[src/rtl/drac_pkg.sv]
// Shared types for the branch resolve stage and its neighbours.
// Holds the execute-to-writeback bundle, checkpoint and age types.
package drac_pkg;

  localparam int GL_IDX_W_P = 6;
  localparam int CHKP_W     = 2;

  typedef logic [CHKP_W-1:0] checkpoint_t;

  typedef enum logic [3:0] {
    INSTR_NOP,
    INSTR_ALU,
    JAL,
    JALR,
    BEQ,
    BNE,
    BLT,
    BGE,
    BLTU,
    BGEU
  } instr_type_t;

  typedef struct packed {
    logic        is_branch;
    logic [63:0] pred_addr;
  } bpred_t;

  typedef struct packed {
    logic       valid;
    logic [3:0] cause;
  } exception_t;

  typedef struct packed {
    logic                  valid;
    logic [63:0]           pc;
    bpred_t                bpred;
    logic                  branch_taken;
    logic [63:0]           result_pc;
    exception_t            ex;
    checkpoint_t           chkp;
    logic                  checkpoint_done;
    logic [GL_IDX_W_P-1:0] gl_index;
    instr_type_t           instr_type;
  } exe_wb_scalar_instr_t;

  typedef struct packed {
    logic                  wrap;
    logic [GL_IDX_W_P-1:0] idx;
  } gl_age_t;

  typedef enum logic [1:0] {
    BRS_IDLE,
    BRS_REDIRECT,
    BRS_RECOVER
  } brs_state_t;

  function automatic logic is_ctrl_flow(input instr_type_t t);
    return (t == JAL)  || (t == JALR) ||
           (t == BEQ)  || (t == BNE)  ||
           (t == BLT)  || (t == BGE)  ||
           (t == BLTU) || (t == BGEU);
  endfunction

endpackage

[src/rtl/branch_resolve_unit_age_cmp.sv]
// Graduation-list age comparator with one wrap bit.
// older_o is set when entry A was allocated before entry B.
module age_cmp #(
  parameter int W = 6
) (
  input  logic [W:0] a_i,
  input  logic [W:0] b_i,
  output logic       older_o
);

  logic same_wrap;

  assign same_wrap = (a_i[W] == b_i[W]);

  // Across a wrap the index order flips.
  assign older_o = same_wrap ?
                   (a_i[W-1:0] < b_i[W-1:0]) :
                   (a_i[W-1:0] > b_i[W-1:0]);

endmodule

[src/rtl/branch_resolve_unit.sv]
// Checks resolved branches against their prediction, holds the
// oldest mispredict redirect and pulses predictor updates.
module branch_resolve_unit
  import drac_pkg::*;
#(
  parameter int GL_IDX_W = 6,
  parameter int CNT_W    = 32
) (
  input  logic                 clk_i,
  input  logic                 rst_i,
  input  exe_wb_scalar_instr_t instr_i,
  input  logic                 instr_wrap_i,
  input  logic                 flush_i,
  input  logic                 recover_done_i,
  output logic                 redirect_valid_o,
  input  logic                 redirect_ready_i,
  output logic [63:0]          redirect_pc_o,
  output checkpoint_t          redirect_chkp_o,
  output logic [GL_IDX_W:0]    redirect_gl_o,
  output logic                 upd_valid_o,
  output logic [63:0]          upd_pc_o,
  output logic                 upd_taken_o,
  output logic [63:0]          upd_target_o,
  output logic [CNT_W-1:0]     mispred_cnt_o
);

  brs_state_t        state_q;
  logic              rdr_valid_q;
  logic [63:0]       rdr_pc_q;
  checkpoint_t       rdr_chkp_q;
  logic [GL_IDX_W:0] rdr_gl_q;
  logic              upd_valid_q;
  logic [63:0]       upd_pc_q;
  logic              upd_taken_q;
  logic [63:0]       upd_target_q;
  logic [CNT_W-1:0]  cnt_q;
  logic [CNT_W-1:0]  cnt_d;

  logic              resolvable;
  logic              mispred;
  logic [63:0]       corr_pc;
  logic [GL_IDX_W:0] gl_in;
  logic              older;
  logic              unused_cause;

  assign unused_cause = ^instr_i.ex.cause;

  assign resolvable = instr_i.valid &
                      ~instr_i.ex.valid &
                      is_ctrl_flow(instr_i.instr_type);

  assign mispred = resolvable &
    ((instr_i.branch_taken != instr_i.bpred.is_branch) |
     (instr_i.branch_taken &
      (instr_i.result_pc != instr_i.bpred.pred_addr)));

  assign corr_pc = instr_i.branch_taken ?
                   instr_i.result_pc :
                   instr_i.pc + 64'd4;

  assign gl_in = {instr_wrap_i, GL_IDX_W'(instr_i.gl_index)};

  // Saturating increment of the mispredict counter.
  assign cnt_d = (&cnt_q) ? cnt_q : cnt_q + 1'b1;

  age_cmp #(
    .W(GL_IDX_W)
  ) u_age (
    .a_i    (gl_in),
    .b_i    (rdr_gl_q),
    .older_o(older)
  );

  // Redirect FSM with registered redirect, update and counter outputs.
  always_ff @(posedge clk_i or posedge rst_i) begin
    if (rst_i) begin
      state_q      <= BRS_IDLE;
      rdr_valid_q  <= 1'b0;
      rdr_pc_q     <= '0;
      rdr_chkp_q   <= '0;
      rdr_gl_q     <= '0;
      upd_valid_q  <= 1'b0;
      upd_pc_q     <= '0;
      upd_taken_q  <= 1'b0;
      upd_target_q <= '0;
      cnt_q        <= '0;
    end else begin
      upd_valid_q <= 1'b0;
      if (flush_i) begin
        state_q     <= BRS_IDLE;
        rdr_valid_q <= 1'b0;
      end else begin
        unique case (state_q)
          BRS_IDLE: begin
            if (resolvable) begin
              upd_valid_q  <= 1'b1;
              upd_pc_q     <= instr_i.pc;
              upd_taken_q  <= instr_i.branch_taken;
              upd_target_q <= instr_i.result_pc;
            end
            if (mispred) begin
              cnt_q       <= cnt_d;
              rdr_valid_q <= 1'b1;
              rdr_pc_q    <= corr_pc;
              rdr_chkp_q  <= instr_i.chkp;
              rdr_gl_q    <= gl_in;
              state_q     <= BRS_REDIRECT;
            end
          end
          BRS_REDIRECT: begin
            if (redirect_ready_i) begin
              rdr_valid_q <= 1'b0;
              state_q     <= BRS_RECOVER;
            end else begin
              if (resolvable) begin
                upd_valid_q  <= 1'b1;
                upd_pc_q     <= instr_i.pc;
                upd_taken_q  <= instr_i.branch_taken;
                upd_target_q <= instr_i.result_pc;
              end
              if (mispred) begin
                cnt_q <= cnt_d;
                if (older) begin
                  rdr_pc_q   <= corr_pc;
                  rdr_chkp_q <= instr_i.chkp;
                  rdr_gl_q   <= gl_in;
                end
              end
            end
          end
          BRS_RECOVER: begin
            if (recover_done_i) begin
              state_q <= BRS_IDLE;
            end
          end
          default: begin
            state_q <= BRS_IDLE;
          end
        endcase
      end
    end
  end

  // A mispredict without a taken checkpoint cannot be recovered cleanly.
  always_ff @(posedge clk_i) begin
    if (!rst_i && !flush_i && mispred &&
        (state_q == BRS_IDLE ||
         (state_q == BRS_REDIRECT && !redirect_ready_i))) begin
      assert (instr_i.checkpoint_done);
    end
  end

  assign redirect_valid_o = rdr_valid_q;
  assign redirect_pc_o    = rdr_pc_q;
  assign redirect_chkp_o  = rdr_chkp_q;
  assign redirect_gl_o    = rdr_gl_q;
  assign upd_valid_o      = upd_valid_q;
  assign upd_pc_o         = upd_pc_q;
  assign upd_taken_o      = upd_taken_q;
  assign upd_target_o     = upd_target_q;
  assign mispred_cnt_o    = cnt_q;

endmodule

[config.mk]
export PLATFORM = sky130hd
export DESIGN_NAME = branch_resolve_unit
export DESIGN_NICKNAME = d
export VERILOG_FILES = /design/src/rtl/drac_pkg.sv /design/src/rtl/branch_resolve_unit_age_cmp.sv /design/src/rtl/branch_resolve_unit.sv
export SDC_FILE = /design/constraint.sdc
export NUM_CORES = 1
export LEC_CHECK = 0
export CORE_AREA = 5 5 174 176
export DETAILED_ROUTE_END_ITERATION = 8
export DIE_AREA = 0 0 179 181
export PLACE_DENSITY_LB_ADDON = 0.3
export SLEW_MARGIN = 25
export SYNTH_ARGS = -nofsm -noshare
export SYNTH_HDL_FRONTEND = slang
export SYNTH_SLANG_ARGS = --single-unit
[constraint.sdc]
create_clock -name clk_i -period 16.4 [get_ports clk_i]
set_clock_uncertainty 0.2 [all_clocks]
set_input_delay 3.28 -clock clk_i [delete_from_list [all_inputs] [get_ports clk_i]]
set_output_delay 3.28 -clock clk_i [all_outputs]
set_load 0.005 [all_outputs]
==> results.py <==
metrics = {
    "synthesis": {
        "syn_nets": 1288,
        "yosys_warnings": 0,
        "syn-instance-count": 1061,
        "synth-main-ff-cell": "dfrtp_1",
        "synth_top_area_share_pct": 49.7,
        "syn_area_per_cell_um2": 11.3,
        "synth_cell_types": 44,
        "ys_top_cells_by_count": "238 x dfrtp_1, 135 x mux2_2, 88 x nand2_1, 79 x xnor2_1, 64 x mux2_1",
        "syn_area_um2": 12000,
        "yosys-top-cells-area": "dfrtp_1 50%, mux2_2 13%, mux2_1 6.0%",
        "synth_seq_cells": 238,
        "synth_edf_count": 0,
        "yosysTopAreaCell": "dfrtp_1",
        "ys_async_sr_fraction_pct": 100,
        "yosysMostFrequentCell": "dfrtp_1",
        "yosysSeqAreaShare_pct": 49.7,
    },
    "pwr": {
        "p_int_w": 0.00150,
        "p_comb_share_pct": 29.9,
        "p_sw_share_pct": 26.5,
        "power.share.sequential_pct": 39.1,
        "power.switching_w": 0.000543,
        "power_frac_clock_pct": 31.0,
        "ir_drop_mv": 0.0943,
        "cellLeakagePower_nw": 7.28,
        "p_per_area_nw_per_um2": 115,
    },
    "layout": {
        "final_design_area_no_fill_um2": 17800,
        "area_delta_synth_final_pct": 48.8,
        "fillCellCount": 2331,
        "layout-drive-gt1-share_pct": 13.0,
        "nets": 1732,
    },
    "setup_path": {
        "crit_path_start_kind": "primary input",
        "critical_path.max_fanout": 8,
        "crit_buf_inv": 1,
        "cp_slowest_cell": "clkdlybuf4s50_1",
        "worstPathCellList": "clkdlybuf4s50_1, nand4_1, nor3_2, nand4_2, nand2b_1, nor3_1, xnor2_1, o21ai_0, mux2_1",
        "cp.required_ns": 16.61,
        "worstSetupEndpointType": "flip-flop",
        "crit_family": "simple AND/OR/NAND/NOR gates",
        "critPathKind": "in2reg",
        "max_stage_delay_ns": 0.67,
        "cp.arrival_ns": 6.53,
    },
    "sta": {
        "setup_violations": 0,
        "rsz0062_at_grt": "false",
        "report.final.slew_viol_count": 0,
        "fin_crit_sh_pct": 38.5,
        "slew_headroom_pct": 39.1,
        "timing.final.ws_setup_ns": 10.08,
        "fin_crit_ns": 6.32,
        "tns_ns": 0,
        "finalHoldViolations": 0,
        "tightest_slew_ns": 0.913,
        "clock.fmax_mhz": 158,
    },
    "floorplan": {
        "io_pins": 455,
        "die_width_um": 179,
        "core_um2": 28500,
        "initial_core_util_pct": 42.1,
        "die_y_um": 181,
        "dieArea_um2": 32400,
        "std_cell_rows": 62,
    },
    "route": {
        "wirelength_mm": 42.6,
        "wl_per_cell_um": 22.3,
        "viasPerCell": 5.20,
        "drc_errors": 0,
        "drt-initial-drc-count": 505,
        "ant_nets": 0,
        "num_vias": 9941,
        "drt_first_pass_iters": 5,
    },
    "grt": {
        "antenna_found_initial": 5,
        "gr-usage-all-layers_pct": 25.4,
        "grt.overflow.total": 0,
        "grt_max_degree": 92,
        "grt_pass1_vias": 10400,
        "grt_pass1_wl_mm": 62.9,
    },
    "placed_design": {
        "postPlaceCellArea_um2": 16900,
        "dp_hpwl_mm": 33.3,
        "dpl_worst_slack_ns": 9.57,
        "port_buffers": 448,
        "routabilityCongestion": 0.852,
    },
    "cts": {
        "cts_resized": 0,
        "tritoncts": "yes",
        "cts_hold_buf": 0,
        "cts-root-buf": "clkbuf_16",
        "cts_buffers": 27,
        "clock_sinks": 238,
        "clockBufferDepth": 3,
        "cts_max_level": 1,
        "insertion_delay_ns": 0.53,
        "clk_pin_slew_ns": 0.06,
        "cts_setup_buffers": 0,
    },
    "worst_hold_path": {
        "hold_path_class": "reg2reg",
    },
    "status": {
        "status": "complete, no violations",
    },
    "run": {
        "cap_violations": 0,
    },
}
==> area by class of cell <==
| class | instances | area, um^2 | area share, % |
|---|---|---|---|
| flip-flops and latches | 238 | 5960 | 33.4 |
| multi-input cells | 739 | 5700 | 32.0 |
| repair buffers | 457 | 4580 | 25.7 |
| clock buffers | 41 | 788 | 4.42 |
| well taps | 384 | 480 | 2.70 |
| inverters | 42 | 165 | 0.927 |
| clock inverters | 8 | 143 | 0.801 |
| diodes | 3 | 7.51 | 0.0421 |
==> final timing paths <==
check	start	end	slack, ns	cells past startpoint
max	instr_i[153]	redirect_pc_o[45]	10.08	9
min	redirect_pc_o[46]	redirect_pc_o[46]	0.29	1
max reg2reg	redirect_gl_o[3]	redirect_pc_o[19]	13.04	10
min reg2reg	redirect_pc_o[46]	redirect_pc_o[46]	0.29	1
max in group asynchronous	rst_i	upd_target_o[17]	11.73	4
min in group asynchronous	rst_i	mispred_cnt_o[17]	3.06	2
==> stage by stage <==
stage	power, W	cells	hold slack, ns	util (%)
2_1_floorplan	0.000993	1061	0.268	-
6_report	0.00205	1912	0.285	62.6
5_1_grt	0.00215	1911	0.295	62.6
4_1_cts	0.00207	1909	0.287	62.5
3_5_place_dp	0.00143	1860	0.274	59.3
3_3_place_gp	0.00141	1859	0.266	59.2
==> placed cells by master (no fill, tap or decap), types with 4 or more instances in the layout <==
| cell | count |
|---|---|
| clkbuf_1 | 8 |
| nor2_1 | 47 |
| nor3_1 | 27 |
| mux2_2 | 135 |
| clkdlybuf4s50_1 | 447 |
| nand4_1 | 29 |
| mux2_1 | 64 |
| buf_4 | 7 |
| dfrtp_1 | 238 |
| nand2_1 | 88 |
| nand2b_1 | 10 |
| clkbuf_8 | 6 |
| nor4_1 | 16 |
| and4_1 | 8 |
| xnor2_1 | 79 |
| xor2_1 | 60 |
| nand3_1 | 38 |
| nor2b_1 | 13 |
| o21ai_0 | 56 |
| inv_1 | 41 |
| clkbuf_16 | 27 |
| a21oi_1 | 10 |
| mux2i_1 | 10 |
| ha_1 | 8 |
| and3_1 | 9 |
| bufinv_16 | 4 |
==> power by group through the flow <==
stage,clock network [W],registers [W],logic (W)
global placement,0,0.000800,0.000608
CTS,0.000648,0.000800,0.000622
finish,0.000635,0.000799,0.000613
floorplan,0,0.000815,0.000179
detailed placement,0,0.000809,0.000618
global route,0.000674,0.000818,0.000655
==> state kept, by name (all words and copies together), names as in the netlist <==
| name | flops |
|---|---|
| upd_taken_o | 1 |
| mispred_cnt_o | 32 |
| redirect_chkp_o | 2 |
| upd_target_o | 64 |
| redirect_valid_o | 1 |
| state_q | 2 |
| redirect_gl_o | 7 |
| upd_valid_o | 1 |
| upd_pc_o | 64 |
| redirect_pc_o | 64 |
==> per-layer routing <==
metal	global-route usage [%]	vias to the layer above	wire length, um
met1	30.9	4885	16600
met5	0	-	33
met2	43.2	356	20900
met3	6.63	97	3370
met4	9.18	6	1690
li1	-	4597	-
==> kinds of logic (layout without fill, tap and decap cells) <==
group	after synthesis	after routing	synth area share, %
simple gates	300	300	12.8
flops	238	238	49.7
mux	209	209	19.5
xor+xnor	139	139	10.2
buf+inv	84	548	2.84
compound gates	83	83	4.05
fa+ha+maj	8	8	0.836
other cells	0	3	0
No activity file was read; power rests on OpenSTA's default activity.
